===== src/rtl/inst_queue_pkg.sv =====
// Shared constants and helpers for the dual-issue instruction queue.
//  D_WIDTH   instruction / PC width
//  IQ_DEPTH  default queue depth
//  CNT_*     push/pop count encodings
//  legal_cnt folds the unused encoding 3 onto "none"
package inst_queue_pkg;

   localparam int D_WIDTH  = 32;
   localparam int IQ_DEPTH = 8;

   localparam logic [1:0] CNT_NONE = 2'd0;
   localparam logic [1:0] CNT_ONE  = 2'd1;
   localparam logic [1:0] CNT_TWO  = 2'd2;

   function automatic logic [1:0] legal_cnt(input logic [1:0] cnt);
      return (cnt == 2'd3) ? CNT_NONE : cnt;
   endfunction

endpackage


===== src/rtl/iq_ram.sv =====
// Storage array for the instruction queue.
//  clk                      clock
//  wr_en_a/addr_a/data_a    write port A (older pushed instruction)
//  wr_en_b/addr_b/data_b    write port B (younger pushed instruction)
//  rd_addr_a/rd_data_a      asynchronous read port A
//  rd_addr_b/rd_data_b      asynchronous read port B
// Contents are never reset; the queue masks stale entries with its valid flags.
module iq_ram
   import inst_queue_pkg::*;
#(
   parameter  int DEPTH = IQ_DEPTH,
   parameter  int DW    = 2 * D_WIDTH,
   localparam int AW    = $clog2(DEPTH)
) (
   input  logic          clk,
   input  logic          wr_en_a,
   input  logic [AW-1:0] wr_addr_a,
   input  logic [DW-1:0] wr_data_a,
   input  logic          wr_en_b,
   input  logic [AW-1:0] wr_addr_b,
   input  logic [DW-1:0] wr_data_b,
   input  logic [AW-1:0] rd_addr_a,
   output logic [DW-1:0] rd_data_a,
   input  logic [AW-1:0] rd_addr_b,
   output logic [DW-1:0] rd_data_b
);

   logic [DW-1:0] mem [DEPTH];

   // The two write addresses are always tail and tail+1, so they never collide.
   always_ff @(posedge clk) begin
      if (wr_en_a) mem[wr_addr_a] <= wr_data_a;
      if (wr_en_b) mem[wr_addr_b] <= wr_data_b;
   end

   assign rd_data_a = mem[rd_addr_a];
   assign rd_data_b = mem[rd_addr_b];

endmodule


===== src/rtl/inst_queue.sv =====
// Dual-issue instruction queue between fetch and decode.
//  i_CLK, i_RST           clock, synchronous active-high reset
//  i_Flush                branch redirect: empties the queue next cycle
//  i_PushCntF             0/1/2 instructions pushed (3 = none)
//  i_Inst1F/i_PC1F        older fetched instruction and PC
//  i_Inst2F/i_PC2F        younger fetched instruction and PC
//  o_ReadyF               at least two free entries
//  i_PopCntD              0/1/2 instructions retired by decode (3 = none)
//  o_Inst1D/o_PC1D        oldest entry (0 when o_Valid1D=0)
//  o_Inst2D/o_PC2D        second-oldest entry (0 when o_Valid2D=0)
//  o_Valid1D/o_Valid2D    occupancy >= 1 / >= 2
//  o_Count                occupancy
module inst_queue
   import inst_queue_pkg::*;
#(
   parameter int DEPTH   = IQ_DEPTH,
   parameter int I_WIDTH = D_WIDTH
) (
   input  logic                   i_CLK,
   input  logic                   i_RST,
   input  logic                   i_Flush,
   input  logic [1:0]             i_PushCntF,
   input  logic [I_WIDTH-1:0]     i_Inst1F,
   input  logic [I_WIDTH-1:0]     i_Inst2F,
   input  logic [I_WIDTH-1:0]     i_PC1F,
   input  logic [I_WIDTH-1:0]     i_PC2F,
   output logic                   o_ReadyF,
   input  logic [1:0]             i_PopCntD,
   output logic [I_WIDTH-1:0]     o_Inst1D,
   output logic [I_WIDTH-1:0]     o_Inst2D,
   output logic [I_WIDTH-1:0]     o_PC1D,
   output logic [I_WIDTH-1:0]     o_PC2D,
   output logic                   o_Valid1D,
   output logic                   o_Valid2D,
   output logic [$clog2(DEPTH):0] o_Count
);

   localparam int AW = $clog2(DEPTH);
   localparam int CW = AW + 1;
   localparam int EW = 2 * I_WIDTH;

   logic [AW-1:0] head;
   logic [AW-1:0] tail;
   logic [CW-1:0] count;

   logic [1:0]    push_req;
   logic [1:0]    pop_req;
   logic [1:0]    push_eff;
   logic [1:0]    pop_eff;
   logic          ready;
   logic          clear;

   logic          wr_en_a;
   logic          wr_en_b;
   logic [EW-1:0] rd_data_a;
   logic [EW-1:0] rd_data_b;

   assign clear = i_RST | i_Flush;

   always_comb begin
      push_req = legal_cnt(i_PushCntF);
      pop_req  = legal_cnt(i_PopCntD);
      // Ready comes only from the registered count, so a push can never
      // land on an entry being popped in the same cycle.
      ready    = (CW'(DEPTH) - count) >= CW'(2);
      push_eff = ready ? push_req : CNT_NONE;
      // Clamp to occupancy; when the request exceeds count, count is 0 or 1.
      pop_eff  = (CW'(pop_req) > count) ? count[1:0] : pop_req;
   end

   assign wr_en_a = !clear && (push_eff != CNT_NONE);
   assign wr_en_b = !clear && (push_eff == CNT_TWO);

   iq_ram #(
      .DEPTH (DEPTH),
      .DW    (EW)
   ) u_ram (
      .clk       (i_CLK),
      .wr_en_a   (wr_en_a),
      .wr_addr_a (tail),
      .wr_data_a ({i_Inst1F, i_PC1F}),
      .wr_en_b   (wr_en_b),
      .wr_addr_b (tail + AW'(1)),
      .wr_data_b ({i_Inst2F, i_PC2F}),
      .rd_addr_a (head),
      .rd_data_a (rd_data_a),
      .rd_addr_b (head + AW'(1)),
      .rd_data_b (rd_data_b)
   );

   always_ff @(posedge i_CLK) begin
      if (clear) begin
         head  <= '0;
         tail  <= '0;
         count <= '0;
      end else begin
         head  <= head + AW'(pop_eff);
         tail  <= tail + AW'(push_eff);
         count <= count + CW'(push_eff) - CW'(pop_eff);
      end
   end

   assign o_ReadyF  = ready;
   assign o_Count   = count;
   assign o_Valid1D = (count != '0);
   assign o_Valid2D = (count >= CW'(2));

   assign o_Inst1D  = o_Valid1D ? rd_data_a[EW-1:I_WIDTH] : '0;
   assign o_PC1D    = o_Valid1D ? rd_data_a[I_WIDTH-1:0]  : '0;
   assign o_Inst2D  = o_Valid2D ? rd_data_b[EW-1:I_WIDTH] : '0;
   assign o_PC2D    = o_Valid2D ? rd_data_b[I_WIDTH-1:0]  : '0;

endmodule


===== config.mk =====
export PLATFORM = sky130hd
export DESIGN_NAME = inst_queue
export DESIGN_NICKNAME = d
export VERILOG_FILES = /design/src/rtl/inst_queue_pkg.sv /design/src/rtl/iq_ram.sv /design/src/rtl/inst_queue.sv
export SDC_FILE = /design/constraint.sdc
export NUM_CORES = 1
export LEC_CHECK = 0
export CAP_MARGIN = 0
export CORE_UTILIZATION = 55
export CTS_BUF_LIST = sky130_fd_sc_hd__clkbuf_8
export CTS_CLUSTER_SIZE = 10
export DETAILED_ROUTE_END_ITERATION = 8
export PLACE_DENSITY = 0.9
export SLEW_MARGIN = 20
export SYNTH_ARGS = -nofsm -noshare
export SYNTH_HDL_FRONTEND = slang
export SYNTH_SLANG_ARGS = --single-unit

===== constraint.sdc =====
create_clock -name i_CLK -period 7.1 [get_ports i_CLK]
set_input_delay 1.775 -clock i_CLK [delete_from_list [all_inputs] [get_ports i_CLK]]
set_output_delay 1.775 -clock i_CLK [all_outputs]
set_load 0.02 [all_outputs]

# Yosys cells after proc, flatten, opt, wreduce, memory -nomap -nowiden

Memories as Yosys holds them, arrays and structs flattened. A register that Yosys moved wholly into a read port is not among the register bits.
Cells that the tools add are included.

Output and inout bits: 135
Input port bits: 135
Memory bits (writable): 512
Logic and storage cells: 36
Register bits after elaboration: 10
Memories: 1

Memory list:

| name      | words | width | rd ports | clocked after Yosys merged registers in | write ports | RTL line     | source |
|---|---|---|---|---|---|---|---|
| u_ram.mem | 8     | 64    | 2        | 1                                       | 2           | iq_ram.sv:28 | `logic [DW-1:0] mem [DEPTH];` |

Reduce and logical (&&, ||, !) cells: 5
$add $sub $neg: 7
Eq/ne operators: 3
Bitwise operators: 1
Multiplexer cells: 13
$lt $le $gt $ge: 3

Operator list:

| kind                                                                   | count |
|---|---|
| 32-bit two-way mux                                                     | 4 |
| 4-bit by 2-bit >= comparator with 1-bit output (second input constant) | 2 |
| 2-bit two-way mux                                                      | 4 |
| 3-bit by 1-bit adder with 3-bit output (second input constant)         | 2 |
| 3-bit by 2-bit adder with 3-bit output                                 | 2 |
| 2-bit == test (second input constant)                                  | 3 |
| 4-bit by 2-bit adder with 4-bit output                                 | 1 |
| 2-bit by 4-bit greater-than comparator with 1-bit output               | 1 |
| 1-bit two-way mux                                                      | 4 |
| 4-bit nonzero test                                                     | 1 |
| 4-bit by 2-bit subtractor with 4-bit output                            | 1 |
| 4-bit subtractor (first input constant)                                | 1 |
| 3-bit two-way mux                                                      | 1 |
| 1-bit logical AND                                                      | 2 |
| 2-bit nonzero test                                                     | 1 |
| 1-bit logical NOT                                                      | 1 |
| 1-bit bitwise OR                                                       | 1 |

# Depth between registers and ports, before layout

Gate-level depths: netlist of the first run.

Depth after elaboration: 7
Depth in mapped cells: 13
Depth with buffers taken out: 13

# Hierarchy

Synthesis of the first run repeated with hierarchy kept, for this count alone.

Cells, all modules: 1786
Area total of the unflattened synthesis: 31002.2 µm²

Modules (own cells, without submodules):

| module     | sequential area each (µm²) | area each (µm²) | cells an instance | times used |
|---|---|---|---|---|
| iq_ram     | 15374.7                    | 29309.4         | 1557              | 1 |
| inst_queue | 200.2                      | 1692.9          | 229               | 1 |

# Least setup slack after synthesis of the first run

No wires, ideal clock.

Path type: input to register
Start: input port i_Flush
End: memory u_ram.mem[2][0] (netlist name) (enable)
Buffers on the path: 1
Arrival time: 7031 ps
Stages: 5
Library setup time: 574 ps
Data required time: 6526 ps
Slack: -505 ps
Cell sequence: or2_2 > clkbuf_1 > nor2_1 > nand3b_1 > o21ai_0

RTL lines:

| item        | RTL line         | source |
|---|---|---|
| from (decl) | inst_queue.sv:21 | `input logic i_Flush,` |
| to (decl)   | iq_ram.sv:28     |  |

==> metrics.md, run 1 <==
| Metric | Value |
|---|---|
| Synth Area in Simple Gates | 0.03251 |
| Max frequency | 168.1 MHz |
| Seq cells post-synth | 522 |
| Worst min-delay path class | flip-flop to flip-flop |
| Seq. cell area | 15590 µm² |
| Hold-fix buffers at CTS | 0 |
| Largest family of logic cells by synthesized area | multiplexers |
| Hold Path End | tail[2]$_SDFF_PP0_ |
| Cell accounting for the most synthesized area | edfxtp_1 |
| Least-Margin Pin Slew | 1.163 ns |
| Crit path capture type | output pin |
| Die W | 237.4 µm |
| Register area share after synthesis | 0.5110 |
| Worst reg2reg path depth | 8 |
| Post-route ant nets | 0 |
| Clk_lat worst skew | 0.69 ns |
| Synthesized area per cell | 16.37 µm² |
| CP Data Required Time | 5.33 ns |
| DR pass1 iterations | 5 |
| Core area | 54240 µm² |
| CP bufs+invs | 3 |
| Vias in the first global route | 20610 |
| Synth cell count leaders | 512 x edfxtp_1, 463 x mux2_2, 256 x mux4_2 |
| DRC viols | 0 |
| Clk root buf | clkbuf_8 |
| DR vias | 19760 |
| Synthesis-to-finish area growth | 16.43% |
| Pwr/cell area | 264.4 nW/µm² |
| # rows | 85 |
| Layout cells sized above 1 | 0.4318 |
| Worst R2R Setup Slack | 3.13 ns |
| Critical Path Max Stage Delay | 0.69 ns |
| GRT Residual Overflow | 0 |
| Critical-path top delay cell | buf_12 |
| Worst R2R End | u_ram.mem[5][57]$_DFFE_PP_ |
| Crit path launch type | flip-flop |
| Wirelength per Cell | 29.85 µm |
| H-tree depth | 3 |
| Post-Syn Area | 30480 µm² |
| DRT Wirelength | 85840 µm |
| Layout fillers | 3652 |
| Initial antenna violation count | 13 |
| CP max FO | 144 |
| Final clock skew | 0.02724 ns |
| RD Place Congestion | 0.7927 |
| Number of flops mapped to enable cells by yosys | 512 |
| Setup bufs post-CTS | 0 |
| Slew Viols, Final | 0 |
| Synth Flop Type | edfxtp_1 |
| Final Cell Area | 35480 µm² |
| Via density | 6.870 |
| Clk buf depth | 3 |
| Post-synthesis mux area share | 0.4057 |
| Dpl hpwl | 49650 µm |
| Number of port buffers | 269 |
| Synth Net Count | 2015 |
| Die Area | 56360 µm² |
| Pleak | 11.37 nW |
| Area contributors post-synth | edfxtp_1 50%, mux4_2 19%, mux2_2 17% |
| Fin crit share | 0.8381 |
| Clk slew on worst S/H paths | 0.06 ns |
| CTS tree | built |
| Resized Gates After CTS | 0 |
| Synth top area share | 0.5045 |
| WHS Path Cells | 2 |
| Post-route minimum period | 5.950 ns |
| Synth Area in Adders | 0.008375 |
| Final Hold Fails | 0 |
| XOR/XNOR Fraction of Synth Area | 0.002586 |
| Worst EP arrival | 4.18 ns |
| Async SR Flop Fraction | 0 |
| RSZ-0062 raised after global routing | false |
| Max-cap violations | 0 |
| Total CTS buffers | 88 |
| Largest net degree at the start of global routing | 145 |
| Total track usage | 0.3062 |
| Hold Startpoint | tail[2]$_SDFF_PP0_ |
| Area of the multi-input gates | 14280 µm² |
| Worst setup startpoint | head[0]$_SDFF_PP0_ |
| Setup tns final | 0 ns |
| # setup viols final | 0 |
| Area after DPL | 33870 µm² |
| Max-slew headroom | 0.2228 |
| CP cell instances | buf_12 -> buf_4 -> mux4_2 -> mux2i_1 -> nor2_1 -> clkdlybuf4s50_1 |
| Syn Inst Count | 1862 |
| First-pass GRT wire length | 127600 µm |
| DR iter-0 viols | 2493 |
| YS warnings | 0 |
| Worst R2R Start | o_Count[1]$_SDFF_PP0_ |
| Delay-heaviest family, CP | buffers and inverters |
| Clk sinks | 522 |
| Count leader, synth | edfxtp_1 |
| Die boundary height | 237.4 µm |
| Status | finished clean |
| Compound-cell area share of the yosys netlist | 0.01388 |
| Peak supply drop | 244.9 µV |
| NumNets Final | 2261 |
| Initial Utilization | 0.5619 |
| Number of distinct library cells after synthesis | 37 |
| IO Pins | 270 |
| Critical path class | flip-flop to output pin |
-- per-layer routing --
layer  vias to the layer above  track usage  wire, µm
met3                       195      0.08094      9732
met2                      1264       0.5029     42000
li1                       8044            -         -
met1                     10250       0.3963     31550
met5                         -            0        66
met4                        10       0.1044      2496
-- logic make-up (layout without fill, tap and decap cells) --
kind of cell / after synthesis / in the layout
simple gates: 238 / 238
other cells: 0 / 10
buf+inv: 163 / 471
flops: 522 / 522
mux: 833 / 833
xor+xnor: 9 / 9
compound gates: 79 / 79
fa+ha+maj: 18 / 18
-- stage by stage --
stage          total power, mW  instances  worst slack [ns]  hold WS [ns]    util
4_1_cts                  9.391       2866             1.129        0.6836  0.6536
2_1_floorplan            5.499       1862             1.095        0.5622       -
6_report                 9.382       2876             1.150        0.6898  0.6542
5_1_grt                  9.703       2868            0.9067        0.7088  0.6538
3_5_place_dp             6.902       2714             1.831        0.6723  0.6244
3_3_place_gp             6.839       2712             1.892        0.5983  0.6234
-- flip-flops by register name, indices dropped and copies added (netlist names) --
signal / cells
tail: 3
head: 3
o_Count: 4
u_ram.mem: 512
-- area by class of cell --
class	instances	area share
antenna	10	0.0007052
sequential	522	0.4393
tap	696	0.02454
clock buffer	92	0.03569
clock inverter	60	0.008921
inverter	14	0.001481
timing repair buffer	305	0.08696
multi-input combinational	1177	0.4024
-- cell usage in the layout, fill, tap and decap left out, types with 13 or more instances in the layout --
cell,synthesis,final
a21oi_1,66,66
buf_4,23,26
clkbuf_8,0,92
clkdlybuf4s50_1,0,269
edfxtp_1,512,512
ha_1,14,13
inv_1,14,48
mux2_2,463,463
mux2_4,49,49
mux2i_1,65,65
mux4_2,256,256
nand2_1,130,130
nor2_1,74,74
-- power by group --
| group | switching, mW | internal (mW) | total (mW) |
|---|---|---|---|
| clock | 1.25 | 1.27 | 2.52 |
| sequential | 0.0613 | 3.49 | 3.55 |
| combinational | 1.82 | 1.49 | 3.31 |
-- how the worst max path moves through the flow --
stage | slack [ns] | endpoint | depth (start not counted)
floorplan | 1.09 | u_ram.mem[3][0]$_DFFE_PP_ | 5
global placement | 1.89 | u_ram.mem[4][21]$_DFFE_PP_ | 6
detailed placement | 1.83 | u_ram.mem[4][26]$_DFFE_PP_ | 6
CTS | 1.13 | o_PC1D[27] | 6
global route | 0.91 | o_PC1D[27] | 6
finish | 1.15 | o_PC1D[27] | 6
-- tightest hold or removal path: stages (launching register included) --
cell	delay [ns]
dfxtp_1	0.39
xnor2_1	0.21
nor2_1	0.04
(Power assumes the default switching activity.)
==> inputs of run 2 (changes only) <==
clock period = 5.35 ns   (was 7.1 ns; I/O delays follow)
==> run 2 against run 1 <==
First-iteration DRC count down 20%. Final cell count grew 0.14%. Clock power grew 27%. Largest power group unchanged. Sequential share of layout area is essentially flat. Critical path type unchanged. Clock skew is 0.0026 ns higher. Critical endpoint is now o_PC2D[15]. Setup slack worse by 0.71 ns. Routed wire length fell by 1.7%. Worst hold slack worse by 0.067 ns. Largest cell class unchanged.
==> metrics.md, run 2 (synthesized netlist as in run 1, its figures left out) <==
| Metric | Value |
|---|---|
| Status | finished clean |
| H-tree depth | 3 (unchanged) |
| Clk slew on worst S/H paths | 0.06 ns (about the same) |
| IO Pins | 270 (unchanged) |
| DR pass1 iterations | 5 (unchanged) |
| Initial Utilization | 0.5619 (unchanged) |
| Resized Gates After CTS | 0 (unchanged) |
| Dpl hpwl | 47000 µm (-5.3%) |
| Number of port buffers | 269 (unchanged) |
| Die Area | 56360 µm² (unchanged) |
| CTS tree | built |
| First-pass GRT wire length | 125500 µm (-1.6%) |
| Post-route minimum period | 4.909 ns |
| Critical Path Sink | o_PC2D[15] |
| Worst R2R Start | o_Count[1]$_SDFF_PP0_ |
| DRC viols | 0 (unchanged) |
| Hold-fix buffers at CTS | 0 (unchanged) |
| Placed insts | 2719 (+0.18%) |
| Most common cell after layout, fill and taps aside | edfxtp_1 |
| RSZ-0062 raised after global routing | false |
| Max-slew headroom | 0.3461 (+0.1233) |
| Slew Viols, Final | 0 (unchanged) |
| Fin util | 0.6545 (about the same) |
| Crit path capture type | output pin |
| Final Hold Fails | 0 (unchanged) |
| Worst reg2reg path depth | 9 (+1) |
| Critical path class | flip-flop to output pin |
| # rows | 85 (unchanged) |
| Largest reg by FF count | u_ram.mem |
| Total track usage | 0.3023 (-0.003952) |
| NumNets Final | 2265 (+0.18%) |
| Vias in the first global route | 20650 (+0.18%) |
| Initial antenna violation count | 16 (+3) |
| Die W | 237.4 µm (unchanged) |
| Die boundary height | 237.4 µm (unchanged) |
| Via density | 6.745 (-1.8%) |
| Setup WS post-layout | 0.4413 ns (-0.7085 ns) |
| Synthesis-to-finish area growth | 16.49% (about the same) |
| # setup viols final | 0 (unchanged) |
| Clk_lat worst skew | 0.67 ns (-0.02 ns) |
| Place WS | 0.5827 ns (-1.249 ns) |
| Finished Layout Cells | 2880 (+0.14%) |
| Max-cap violations | 0 (unchanged) |
| Clk sinks | 522 (unchanged) |
| Post-route ant nets | 0 (unchanged) |
| CP Data Required Time | 4.01 ns (-1.32 ns) |
| Final clock skew | 0.02984 ns (+0.002602 ns) |
| Worst R2R Setup Slack | 1.61 ns (-1.52 ns) |
| RD Place Congestion | 0.8543 (+7.8%) |
| Pleak | 11.33 nW (-0.29%) |
| Worst setup startpoint | head[1]$_SDFF_PP0_ |
| Peak supply drop | 321.9 µV (+31%) |
| Max frequency | 203.7 MHz |
| Setup bufs post-CTS | 0 (unchanged) |
| Clk buf depth | 3 (unchanged) |
| Worst R2R End | u_ram.mem[5][16]$_DFFE_PP_ |
| DR iter-0 viols | 1984 (-20%) |
| Max FFs per register | 512 (unchanged) |
| Fin crit share | 0.9175 |
| Pwr/cell area | 347.8 nW/µm² (+32%) |
| DR vias | 19430 (-1.7%) |
| Core area | 54240 µm² (unchanged) |
| DRT Wirelength | 84390 µm (-1.7%) |
| GRT Residual Overflow | 0 (unchanged) |
| Least-Margin Pin Slew | 0.9809 ns (-0.1819 ns) |
| CP max FO | 94 (-35%) |
| Clk root buf | clkbuf_8 |
| Layout cells sized above 1 | 0.4317 (about the same) |
| Worst min-delay path class | flip-flop to flip-flop |
| Crit path launch type | flip-flop |
| Most frequent cells in the layout | 512 x edfxtp_1, 463 x mux2_2, 269 x clkdlybuf4s50_1 |
| Largest net degree at the start of global routing | 137 (-5.5%) |
| Setup tns final | 0 ns (unchanged) |
| Wirelength per Cell | 29.30 µm (-1.8%) |
| Worst EP arrival | 3.57 ns (-0.61 ns) |
| Total CTS buffers | 87 (-1.1%) |
run 2: final cells by class:
cell class	count	area, µm²
well taps	696	870.8
clock buffers	92	1266
clock inverters	58	242.7
fillers	3704	18740
inverters	14	52.55
flip-flops and latches	522	15590
diodes	11	27.53
repair buffers	310	3176
multi-input cells	1177	14280
run 2: critical path: stages (launching register included):
cell             delay (ns)
dfxtp_4                0.46
ha_4                   0.34
buf_12                 0.57
mux4_2                 0.36
nand2_1                0.05
a21oi_1                0.37
clkdlybuf4s50_1        0.69
run 2: report_power, final:
group	total (mW)	switching [mW]	internal (mW)
Clock	3.19	1.61	1.58
Combinational	4.45	2.44	2.00
Sequential	4.72	0.0788	4.64
run 2: routing by layer:
| layer | share of wire | wire length [µm] | track usage |
|---|---|---|---|
| met5 | 0.00096 | 81 | 0 |
| met4 | 0.034 | 2883 | 0.1243 |
| met3 | 0.097 | 8219 | 0.06956 |
| met2 | 0.49 | 41550 | 0.4910 |
| met1 | 0.38 | 31660 | 0.3944 |
run 2: how the worst min path moves through the flow:
stage | start | endpoint | slack [ns] | depth (start not counted)
CTS | tail[2]$_SDFF_PP0_ | tail[2]$_SDFF_PP0_ | 0.62 | 2
global route | tail[2]$_SDFF_PP0_ | tail[2]$_SDFF_PP0_ | 0.66 | 2
global placement | tail[2]$_SDFF_PP0_ | tail[2]$_SDFF_PP0_ | 0.59 | 2
detailed placement | tail[2]$_SDFF_PP0_ | tail[2]$_SDFF_PP0_ | 0.61 | 2
finish | tail[2]$_SDFF_PP0_ | tail[2]$_SDFF_PP0_ | 0.62 | 2
floorplan | tail[2]$_SDFF_PP0_ | tail[2]$_SDFF_PP0_ | 0.56 | 2
run 2: metrics by stage:
| stage | total power [mW] | area [µm²] | hold slack (ns) |
|---|---|---|---|
| final | 12.35 | 35500 | 0.6227 |
| after detailed placement | 9.213 | 33970 | 0.6056 |
| after floorplan | 7.297 | 30480 | 0.5622 |
| after CTS | 12.38 | 35470 | 0.6212 |
| after global placement | 9.124 | 33970 | 0.5919 |
| after global routing | 12.78 | 35490 | 0.6610 |
